[src/rtl/mem_access_stage.sv]
// rtl/mem_access_stage.sv - MEM-stage data-memory access controller with request/grant/response bus
module mem_access_stage #(
    parameter int TIMEOUT = 16,
    parameter int CNT_W   = 5
) (
    input  logic        clk,
    input  logic        reset,
    input  logic        in_valid,
    input  logic        MemRead_i,
    input  logic        MemWrite_i,
    input  logic [1:0]  size_i,
    input  logic        sext_i,
    input  logic [31:0] addr_i,
    input  logic [31:0] wdata_i,
    input  logic [1:0]  MemtoReg_i,
    input  logic        RegWr_i,
    output logic        stall_o,
    output logic [1:0]  MemtoReg_o,
    output logic        RegWr_o,
    output logic [31:0] load_data_o,
    output logic        misalign_o,
    output logic        bus_err_o,
    output logic        mem_req,
    output logic        mem_we,
    output logic [31:0] mem_addr,
    output logic [3:0]  mem_be,
    output logic [31:0] mem_wdata,
    input  logic        mem_gnt,
    input  logic        mem_rvalid,
    input  logic [31:0] mem_rdata
);

    localparam logic [1:0] S_IDLE = 2'd0;
    localparam logic [1:0] S_REQ  = 2'd1;
    localparam logic [1:0] S_WAIT = 2'd2;
    localparam logic [1:0] S_DONE = 2'd3;

    logic [1:0]       state, state_nxt;
    logic [CNT_W-1:0] cnt;
    logic [31:0]      rdata_q;
    logic             err_q;

    logic        is_mem, misaligned, timeout_hit, to_err;
    logic [3:0]  be;
    logic [31:0] wd, ld_fmt;
    logic [7:0]  byte_sel;
    logic [15:0] half_sel;

    assign is_mem      = in_valid & (MemRead_i | MemWrite_i);
    assign timeout_hit = (cnt == CNT_W'(TIMEOUT - 1));

    always_comb begin
        case (size_i)
            2'b00:   misaligned = 1'b0;
            2'b01:   misaligned = addr_i[0];
            default: misaligned = |addr_i[1:0];
        endcase
    end

    // Store lane steering: data replicated so every enabled lane carries it
    always_comb begin
        case (size_i)
            2'b00: begin
                be = 4'b0001 << addr_i[1:0];
                wd = {4{wdata_i[7:0]}};
            end
            2'b01: begin
                be = addr_i[1] ? 4'b1100 : 4'b0011;
                wd = {2{wdata_i[15:0]}};
            end
            default: begin
                be = 4'b1111;
                wd = wdata_i;
            end
        endcase
    end

    always_comb begin
        case (addr_i[1:0])
            2'b00:   byte_sel = rdata_q[7:0];
            2'b01:   byte_sel = rdata_q[15:8];
            2'b10:   byte_sel = rdata_q[23:16];
            default: byte_sel = rdata_q[31:24];
        endcase
        half_sel = addr_i[1] ? rdata_q[31:16] : rdata_q[15:0];
        case (size_i)
            2'b00:   ld_fmt = {{24{sext_i & byte_sel[7]}}, byte_sel};
            2'b01:   ld_fmt = {{16{sext_i & half_sel[15]}}, half_sel};
            default: ld_fmt = rdata_q;
        endcase
    end

    // Progress from the bus always beats an expiring timeout in the same cycle
    always_comb begin
        state_nxt = state;
        to_err    = 1'b0;
        case (state)
            S_IDLE: if (is_mem && !misaligned) state_nxt = S_REQ;
            S_REQ: begin
                if (mem_gnt) begin
                    state_nxt = MemWrite_i ? S_DONE : S_WAIT;
                end else if (timeout_hit) begin
                    state_nxt = S_DONE;
                    to_err    = 1'b1;
                end
            end
            S_WAIT: begin
                if (mem_rvalid) begin
                    state_nxt = S_DONE;
                end else if (timeout_hit) begin
                    state_nxt = S_DONE;
                    to_err    = 1'b1;
                end
            end
            default: state_nxt = S_IDLE;
        endcase
    end

    always_ff @(posedge clk) begin
        if (reset) begin
            state   <= S_IDLE;
            cnt     <= '0;
            rdata_q <= '0;
            err_q   <= 1'b0;
        end else begin
            state <= state_nxt;
            if (state == S_REQ || state == S_WAIT) begin
                cnt   <= cnt + CNT_W'(1);
                err_q <= to_err;
            end else begin
                cnt <= '0;
            end
            if (state == S_IDLE) err_q <= 1'b0;
            if (state == S_WAIT && mem_rvalid) rdata_q <= mem_rdata;
        end
    end

    always_comb begin
        stall_o     = 1'b0;
        MemtoReg_o  = 2'b00;
        RegWr_o     = 1'b0;
        load_data_o = '0;
        misalign_o  = 1'b0;
        bus_err_o   = 1'b0;
        mem_req     = 1'b0;
        mem_we      = 1'b0;
        mem_addr    = '0;
        mem_be      = '0;
        mem_wdata   = '0;
        if (!reset) begin
            case (state)
                S_IDLE: begin
                    if (!is_mem) begin
                        MemtoReg_o = MemtoReg_i;
                        RegWr_o    = RegWr_i & in_valid;
                    end else if (misaligned) begin
                        misalign_o = 1'b1;
                    end else begin
                        stall_o = 1'b1;
                    end
                end
                S_REQ: begin
                    stall_o   = 1'b1;
                    mem_req   = 1'b1;
                    mem_we    = MemWrite_i;
                    mem_addr  = {addr_i[31:2], 2'b00};
                    mem_be    = be;
                    mem_wdata = wd;
                end
                S_WAIT: stall_o = 1'b1;
                default: begin
                    MemtoReg_o  = MemtoReg_i;
                    RegWr_o     = RegWr_i & ~err_q;
                    bus_err_o   = err_q;
                    load_data_o = (err_q || MemWrite_i) ? 32'h0 : ld_fmt;
                end
            endcase
        end
    end

endmodule

[config.mk]
export PLATFORM = sky130hd
export DESIGN_NAME = mem_access_stage
export DESIGN_NICKNAME = d
export VERILOG_FILES = /design/src/rtl/mem_access_stage.sv
export SDC_FILE = /design/constraint.sdc
export NUM_CORES = 1
export LEC_CHECK = 0
export CAP_MARGIN = 10
export CORE_MARGIN = 3
export CORE_UTILIZATION = 38
export CTS_BUF_LIST = sky130_fd_sc_hd__clkbuf_16
export CTS_CLUSTER_SIZE = 30
export DETAILED_ROUTE_END_ITERATION = 12
export GPL_ROUTABILITY_DRIVEN = 0
export GPL_TIMING_DRIVEN = 0
export PLACE_DENSITY = 0.85
export SLEW_MARGIN = 25
export SYNTH_ARGS = -nofsm -noshare
export SYNTH_HDL_FRONTEND = slang
export SYNTH_SLANG_ARGS = --single-unit
export TNS_END_PERCENT = 100
[constraint.sdc]
create_clock -name clk -period 2.74 [get_ports clk]
set_input_delay 0.411 -clock clk [delete_from_list [all_inputs] [get_ports clk]]
set_output_delay 0.411 -clock clk [all_outputs]
set_load 0.02 [all_outputs]
### After elaboration in Yosys (flattened, before gate mapping)

Index checks and enable logic that the tools add are counted.

| cells by class | value |
|---|---|
| mux-type cells | 46 |
| reductions and logical operators | 13 |
| eq/ne operators | 7 |
| add/subtract/negate cells | 1 |
| bitwise operators | 8 |
| shift operators | 1 |

Operators with widths:

| cell | number |
|---|---|
| two-way mux 32 bit | 7 |
| case mux 32 bit (2 select lines) | 2 |
| case mux 8 bit (3 select lines) | 1 |
| two-way mux 1 bit | 19 |
| two-way mux 16 bit | 1 |
| two-way mux 2 bit | 6 |
| two-way mux 4 bit | 3 |
| case mux 1 bit (2 select lines) | 4 |
| case mux 4 bit (2 select lines) | 1 |
| OR reduction 2 bit | 4 |
| equality test 2 x 1 -> 1 bit (second input constant) | 3 |
| zero test 2 bit | 3 |
| case mux 2 bit (3 select lines) | 1 |
| adder 5 x 1 -> 5 bit (second input constant) | 1 |
| bitwise AND 1 bit | 5 |
| equality test 5 x 4 -> 1 bit (second input constant) | 1 |
| equality test 2 bit (second input constant) | 2 |
| case mux 2 bit (2 select lines) | 1 |
| left shift 1 x 2 -> 4 bit (first input constant) | 1 |
| OR reduction 3 bit | 1 |
| logical AND 1 bit | 2 |
| logical OR 1 bit | 2 |
| inequality test 2 bit (second input constant) | 1 |
| NOT 1 bit | 2 |
| other kinds (2) | 2 |

| storage, ports and cells | value |
|---|---|
| input port bits | 109 |
| output and inout port bits | 108 |
| logic and storage cells | 80 |
| register bits after elaboration | 40 |

### Depth between registers and ports, before layout

Gate-level depths: netlist of run 1.

| depth | value |
|---|---|
| word-level depth | 7 |
| gate-level depth with buffers | 7 |
| gate-level depth less buffers | 7 |

### Worst setup path after synthesis of run 1

OpenSTA, ideal clock, no wires.

| timing | value |
|---|---|
| path kind | reg2out |
| start point | reg state[0] |
| end point | out load_data_o[7] |
| arrival | 1796 ps |
| cell stages (with the launch flop) | 5 |
| data required time | 2329 ps |
| path buffers | 1 |
| path slack | 533 ps |
| cells stage by stage | dfxtp_1 ha_1 or4b_4 buf_2 a211oi_1 |

| between the ends | value |
|---|---|
| word-level cells in the longest chain between the ends | 4 |
| elaborated cells between the ends (all ways) | 6 |
| those cells by class | eq/ne (2); mux (2); reduce/logical (2) |

Ends and longest elaborated chain:

| what | line | text |
|---|---|---|
| start, declared | 38 | `logic [1:0] state, state_nxt;` |
| start signal, assigned | 126 | `state <= state_nxt;` |
| equality test 2 x 1 -> 1 bit, or another cell as far along | 151 | `case (state)` |
| OR reduction 3 bit (no source line) (*) | n/a |  |
| two-way mux 32 bit (*) | 151 |  |
| two-way mux 32 bit (*) | 150 | `if (!reset) begin` |
| end, declared | 20 | `output logic [31:0] load_data_o,` |

Every way passes the cells marked *; elsewhere a longest branch is shown, timed or not.

### Worst setup path in the final report of run 1

| timing | value |
|---|---|
| start point | in size_i[0] |
| end point | out mem_be[3] |

| between the ends | value |
|---|---|
| word-level cells in the longest chain between the ends | 4 |
| elaborated cells between the ends (all ways) | 5 |
| those cells by class | eq/ne (1); mux (3); reduce/logical (1) |

Ends and longest elaborated chain:

| what | line | text |
|---|---|---|
| start, declared | 11 | `input logic [1:0] size_i,` |
| equality test 2 x 1 -> 1 bit or zero test 2 bit (tied branches) | 62 | `case (size_i)` |
| case mux 4 bit (2 select lines) (*) | 62 |  |
| two-way mux 4 bit (*) | 151 |  |
| two-way mux 4 bit (*) | 150 |  |
| end, declared | 26 | `output logic [3:0] mem_be,` |

Marked as above.

==> summary.md, run 1 <==
| Metric | Value |
|---|---|
| Fin cells | 758 |
| Routed vias | 3918 |
| Clk_skew | 0.00515 ns |
| CP top delay family | buffers and inverters |
| Final worst-path cycle share | 97.8% |
| Clock power frac | 22.8% |
| Worst hold slack | 0.461 ns |
| Max clock buf depth | 2 |
| CTS tree | yes |
| Post-synth EDFFs | 0 |
| # DRC | 0 |
| Internal Power | 1.54 mW |
| Final #Nets | 774 |
| Slew @ Worst Pin | 0.507 ns |
| Row cnt | 31 |
| Post-Syn Area per Cell | 6.95 µm² |
| CP Capture Type | output pin |
| Area growth, synth to finish | 83.4% |
| Routed WL | 13300 µm |
| FILL cells | 606 |
| Seq/Total Area, Yosys | 26.5% |
| Status | finished, final reports clean |
| Core area | 7490 µm² |
| Layout cell share with drive strength beyond 1 | 13.8% |
| Ys flop type | dfxtp_1 |
| Worst-Skew Late Latency | 0.28 ns |
| CTS HTree Levels | 2 |
| IO Pins | 217 |
| Slew HR | 66.2% |
| Crit-path slowest cell | clkdlybuf4s50_1 |
| Cell Chain, Critical Path | clkdlybuf4s50_1 -> buf_4 -> buf_4 -> o21ai_0 -> a21oi_1 -> clkdlybuf4s50_1 |
| Yosys reg bits | 40 |
| Final setup vio count | 0 |
| CP Class | input pin to output pin |
| Max cap viols | 0 |
| CP Launch Type | input pin |
| Hold buffer count at CTS | 0 |
| Die width | 95.2 µm |
| Pin count of the biggest net entering global routing | 13 |
| Max Slew Vio Count | 0 |
| Critical Path Fanout Max | 10 |
| Logic pwr share | 48.6% |
| Ys Warns | 0 |
| Placed cell count | 748 |
| Synth Instances | 435 |
| Register share of total power | 28.6% |
| Net Switching | 927 µW |
| Switch share | 37.6% |
| Most common cell after layout, fill and taps aside | clkdlybuf4s50_1 |
| CTS root buf | clkbuf_16 |
| DP Worst Slack | -0.540 ns |
| Die height | 95.2 µm |
| Avg Vias per Cell | 5.17 |
| Vias in the first global route | 3892 |
| Worst-path clk slew | 0.05 ns |
| CTS Sinks | 40 |
| First-pass GRT wire length | 19400 µm |
| TritonCTS buffer count | 5 |
| Remaining antenna violation count after routing | 0 |
| Fin crit period | 2.68 ns |
| Final hold vios | 0 |
| Drt initial violations | 252 |
| Commonest non-fill, non-tap cells in the layout | 141 x clkdlybuf4s50_1, 106 x nand2_1, 56 x a21oi_1, 45 x and2_1, 42 x nor2_1 |
| Die Area | 9060 µm² |
| Buf/Inv on CP | 4 |
| Fmax | 373 MHz |
| Min-delay worst type | flip-flop to flip-flop |
| Async set-or-reset flop fraction in the synthesized netlist | 0% |
| CP Data Required Time | 2.33 ns |
| Standby leakage power | 2.79 nW |
| Gr ovfl total | 0 |
| Setup slack after layout | 0.0604 ns |
| Distinct cells, synth | 47 |
| Port bufs | 213 |
| GRT Util Overall | 27.3% |
| Pwr/cell area | 445 nW/µm² |
| CP peak stage delay | 0.64 ns |
| Ant diodes | 0 |
| RSZ-0062 raised after global routing | yes |
| Initial antenna violation count | 0 |
| WL per Instance | 17.6 µm |
| Cell Area, Synth | 3020 µm² |
| Initial Util | 40.4% |
| Maximum vdd drop | 418 µV |
| Hpwl dp | 10500 µm |
| Worst EP arrival | 2.27 ns |
| Router iterations before antenna repair | 5 |
[sequential cells by signal, summed over array words and instances (netlist names)]
name and cells:
err_q 1, rdata_q 32, state 2, cnt 5
[through the flow]
step / TNS, ns / power (mW) / utilization (%) / cell area [µm²]
6_report: 0 / 2.47 / 74.0 / 5540
5_1_grt: -0.214 / 2.58 / 74.0 / 5540
4_1_cts: 0 / 2.46 / 72.7 / 5440
3_5_place_dp: -33.55 / 1.89 / 70.5 / 5280
3_3_place_gp: -33.72 / 1.86 / 70.5 / 5280
2_1_floorplan: 0 / 1.32 / - / 3030
[layer usage]
| metal | global-route usage, % | vias up | share of wire (%) |
|---|---|---|---|
| li1 | - | 1892 | - |
| met1 | 32.6 | 1814 | 39 |
| met2 | 48.1 | 187 | 51 |
| met3 | 6.31 | 25 | 8.6 |
| met4 | 8.77 | 0 | 1.9 |
| met5 | 0 | - | 0 |
[tightest hold or removal path: cells and delay by family (launching register included)]
family,cells,cell delay (ns)
AO/OA/AOI/OAI,1,0.05
flip-flops,1,0.31
AND/OR/NAND/NOR,1,0.05
[cells in the mapped netlist, drive strengths merged, types with 2 or more instances]
master	instances	share of area (%)
a21oi	56	9.3
a221o	7	2.3
a222oi	7	2.3
and2	46	9.5
and3	2	0.41
buf	16	2.9
clkbuf	17	2.1
dfxtp	40	27
ha	7	2.9
inv	10	1.2
mux2	7	2.6
mux2i	17	5.6
nand2	116	15
nand2b	4	0.83
nor2	45	6.0
nor2b	4	1.1
nor3	3	0.66
nor3b	3	1.1
o21ai	10	2.0
o31ai	2	0.66
or2	2	0.41
[power by group through the flow]
| stage | Combinational, mW | Sequential (mW) | Clock [mW] |
|---|---|---|---|
| 2_1_floorplan | 0.632 | 0.689 | 0 |
| 6_report | 1.20 | 0.706 | 0.562 |
| 3_3_place_gp | 1.16 | 0.702 | 0 |
| 3_5_place_dp | 1.19 | 0.707 | 0 |
| 4_1_cts | 1.20 | 0.694 | 0.561 |
| 5_1_grt | 1.28 | 0.712 | 0.583 |
[cell type report]
type	instances	area (µm²)	area share, %
Tap cell	99	124	2.24
Buffer	30	178	3.21
Clock buffer	5	125	2.26
Inverter	10	37.5	0.677
Timing Repair Buffer	218	2160	38.9
Sequential cell	40	803	14.5
Clock inverter	3	16.3	0.294
Multi-Input combinational cell	353	2100	37.9
[timing repair]
action | in CTS | in global routing
buffers inserted | 5 | 0
pin swaps | 7 | 2
resized for setup | 132 | 40
setup endpoints to repair | 98 | 73
[cell families (layout without fill, tap and decap cells)]
kind of cell / count (synthesis) / count (layout) / synth area share, %
buf+inv: 43 / 266 / 6.29
fa+ha+maj: 7 / 7 / 2.90
other cells: 1 / 2 / 0.124
compound gates: 89 / 89 / 18.5
mux: 25 / 25 / 8.99
flops: 40 / 40 / 26.5
simple gates: 228 / 228 / 36.1
xor+xnor: 2 / 2 / 0.580
[final timing paths]
| kind | from | slack, ns | cells past startpoint | endpoint |
|---|---|---|---|---|
| setup reg to reg | state[0]$_SDFFE_PP0P_ | 0.88 | 7 | rdata_q[9]$_SDFFE_PP0P_ |
| hold / removal | rdata_q[1]$_SDFFE_PP0P_ | 0.46 | 2 | rdata_q[1]$_SDFFE_PP0P_ |
| hold reg to reg | rdata_q[1]$_SDFFE_PP0P_ | 0.46 | 2 | rdata_q[1]$_SDFFE_PP0P_ |
| setup / recovery | size_i[0] | 0.06 | 6 | mem_be[3] |
Power figures use the tool's default switching activity.
==> run 2: changes to the inputs <==
Settings changed: CTS_CLUSTER_SIZE 30 to 16, REMOVE_ABC_BUFFERS from default to 1.
==> run 2 against run 1 <==
  * Hold slack barely moved
  * Non-clock buffer count shrank 16
  * Count of clock-buffer cells in the layout stayed put
  * Sequential share of layout area shrank 0.12 points
  * Register-to-register slack lost 0.11 ns
  * Critical path type is now flip-flop to output pin
==> summary.md, run 2 (synthesized netlist as in run 1, its figures left out) <==
| Metric | Value |
|---|---|
| Router iterations before antenna repair | 6 (+1) |
| Min-delay worst type | flip-flop to flip-flop |
| CTS tree | yes |
| Max cap viols | 0 (unchanged) |
| GRT Util Overall | 28.1% (+0.75 points) |
| Worst-path clk slew | 0.06 ns (about the same) |
| # DRC | 0 (unchanged) |
| Pwr/cell area | 459 nW/µm² (+3.1%) |
| Vias in the first global route | 3871 (-0.54%) |
| Power, Total | 2.57 mW (+4.3%) |
| Crit-path slowest cell | or4b_4 |
| Initial Util | 40.4% (unchanged) |
| Metal2 WL | 7000 µm (+3.8%) |
| Critical Path Fanout Max | 7 (-3) |
| DP Worst Slack | -1.26 ns (-0.717 ns) |
| Gr ovfl total | 0 (unchanged) |
| Max FFs per register | 32 (unchanged) |
| CTS HTree Levels | 2 (unchanged) |
| CTS root buf | clkbuf_16 |
| CP Data Required Time | 2.33 ns (about the same) |
| Maximum vdd drop | 376 µV (-10%) |
| TritonCTS buffer count | 5 (unchanged) |
| Most common cell after layout, fill and taps aside | clkdlybuf4s50_1 |
| Switch share | 38.0% (+0.40 points) |
| Final worst-path cycle share | 99.4% (+1.6 points) |
| Final setup vio count | 0 (unchanged) |
| Max Slew Vio Count | 0 (unchanged) |
| Final hold vios | 0 (unchanged) |
| Worst-Skew Late Latency | 0.29 ns (about the same) |
| Placed cell count | 716 (-4.3%) |
| Logic pwr share | 50.5% (+1.9 points) |
| Cell Chain, Critical Path | ha_4 -> or4b_4 -> buf_4 -> nor3_4 -> buf_12 -> a221o_1 -> clkdlybuf4s15_2 |
| Net Switching | 977 µW (+5.4%) |
| Top Layer Used | met4 |
| Setup slack after layout | 0.0176 ns (-0.0428 ns) |
| CP top delay family | simple AND/OR/NAND/NOR gates |
| Worst EP arrival | 2.31 ns (+0.04 ns) |
| Max clock buf depth | 2 (unchanged) |
| Slew @ Worst Pin | 0.629 ns (+0.123 ns) |
| Die height | 95.2 µm (unchanged) |
| Fin crit period | 2.72 ns (+0.0428 ns) |
| Routed vias | 3946 (+0.71%) |
| WL per Instance | 17.9 µm (+1.5%) |
| Commonest non-fill, non-tap cells in the layout | 167 x clkdlybuf4s50_1, 105 x nand2_1, 56 x a21oi_1, 45 x and2_1, 42 x nor2_1 |
| Port bufs | 214 (+0.47%) |
| Final #Nets | 766 (-1.0%) |
| Initial antenna violation count | 0 (unchanged) |
| Status | finished, final reports clean |
| Register share of total power | 27.5% (-1.1 points) |
| CP peak stage delay | 0.54 ns (-0.10 ns) |
| Avg Vias per Cell | 5.26 (+1.8%) |
| Met1 wire length | 4890 µm (-5.9%) |
| Core area | 7490 µm² (unchanged) |
| First-pass GRT wire length | 19900 µm (+2.3%) |
| Hold buffer count at CTS | 0 (unchanged) |
| CTS Sinks | 40 (unchanged) |
| Top reg by flops | rdata_q |
| RSZ-0062 raised after global routing | yes |
| Ant diodes | 0 (unchanged) |
| Die width | 95.2 µm (unchanged) |
| Clock power frac | 22.1% (-0.7 points) |
| Fin cells | 750 (-1.1%) |
| CP Launch Type | flip-flop |
| CP Capture Type | output pin |
| Routed WL | 13400 µm (+0.46%) |
| Buf/Inv on CP | 3 (-1) |
| Met3 wire length | 1200 µm (+4.4%) |
| IO Pins | 217 (unchanged) |
| CP Class | flip-flop to output pin |
| Layout cell share with drive strength beyond 1 | 15.5% (+1.7 points) |
| Standby leakage power | 2.31 nW (-17%) |
| Pin count of the biggest net entering global routing | 44 (+31) |
| Row cnt | 31 (unchanged) |
| Fmax | 367 MHz (-1.6%) |
| Slew HR | 58.0% (-8.2 points) |
| Remaining antenna violation count after routing | 0 (unchanged) |
| Die Area | 9060 µm² (unchanged) |
| Hpwl dp | 9170 µm (-13%) |
| Area growth, synth to finish | 85.5% |
| Internal Power | 1.60 mW (+3.6%) |
| Top flop regs | rdata_q: 32 flops, cnt: 5 flops, state: 2 flops |
| Clk_skew | 0.00610 ns (+0.000951 ns) |
| Drt initial violations | 277 (+9.9%) |
## run 2: changes by cell type in the layout (fill, tap and decap cells not counted), moves of 4 or more
| cell | change |
|---|---|
| buf_12 | +5 |
| buf_2 | -17 |
| buf_4 | +4 |
| buf_6 | -4 |
| clkbuf_1 | -9 |
| clkbuf_2 | +5 |
| clkdlybuf4s15_2 | +10 |
| clkdlybuf4s50_1 | +26 |
| clkinvlp_4 | +7 |
| dlygate4sd2_1 | -12 |
| dlymetal6s2s_1 | -22 |
## run 2: layout make-up
class,count,area [µm²]
fillers,547,1880
well taps,99,124
repair buffers,232,2320
multi-input cells,356,2130
repair inverters,5,37.5
inverters,10,41.3
clock buffers,5,125
clock inverters,3,15.0
flip-flops and latches,40,806
## run 2: path summary, 6_finish.rpt
check	start	slack, ns	to	cells after the start
hold reg to reg	rdata_q[0]$_SDFFE_PP0P_	0.46	rdata_q[0]$_SDFFE_PP0P_	2
setup / recovery	state[0]$_SDFFE_PP0P_	0.02	load_data_o[8]	7
hold / removal	rdata_q[0]$_SDFFE_PP0P_	0.46	rdata_q[0]$_SDFFE_PP0P_	2
setup reg to reg	state[0]$_SDFFE_PP0P_	0.77	state[0]$_SDFFE_PP0P_	6
## run 2: worst reg2reg max path, delay by kind of cell (launching register included)
| family | cells | cell delay [ns] |
|---|---|---|
| AND/OR/NAND/NOR | 1 | 0.41 |
| AO/OA/AOI/OAI | 3 | 0.71 |
| flip-flops | 1 | 0.39 |
| buffers and inverters | 1 | 0.09 |
| adder cells (fa/ha/maj) | 1 | 0.24 |
## run 2: power groups by stage
stage	clock network (mW)	registers [mW]	logic (mW)
floorplan	0	0.689	0.585
detailed placement	0	0.704	1.14
finish	0.569	0.707	1.30
global route	0.594	0.713	1.39
global placement	0	0.698	1.12
CTS	0.573	0.694	1.28
## run 2: per-stage QoR
step / hold slack, ns / TNS, ns / utilization, % / area, µm²
5_1_grt: 0.485 / -0.0118 / 74.9 / 5600
6_report: 0.461 / 0 / 74.9 / 5600
3_3_place_gp: 0.430 / -176.18 / 68.6 / 5140
3_5_place_dp: 0.448 / -88.31 / 68.5 / 5130
4_1_cts: 0.456 / 0 / 74.6 / 5590
2_1_floorplan: 0.418 / 0 / - / 2870
## run 2: timing repair
| item | 4_1_cts | 5_1_grt |
|---|---|---|
| setup endpoints to repair | 102 | 35 |
| gates cloned | 8 | 0 |
| resized for setup | 108 | 23 |
| pin swaps | 4 | 0 |
| buffers inserted | 16 | 2 |
## run 2: metal layers
layer	track usage [%]	vias to the layer above
met5	0	-
met4	8.65	0
met3	6.63	23
met2	50.5	207
met1	32.7	1825
li1	-	1891
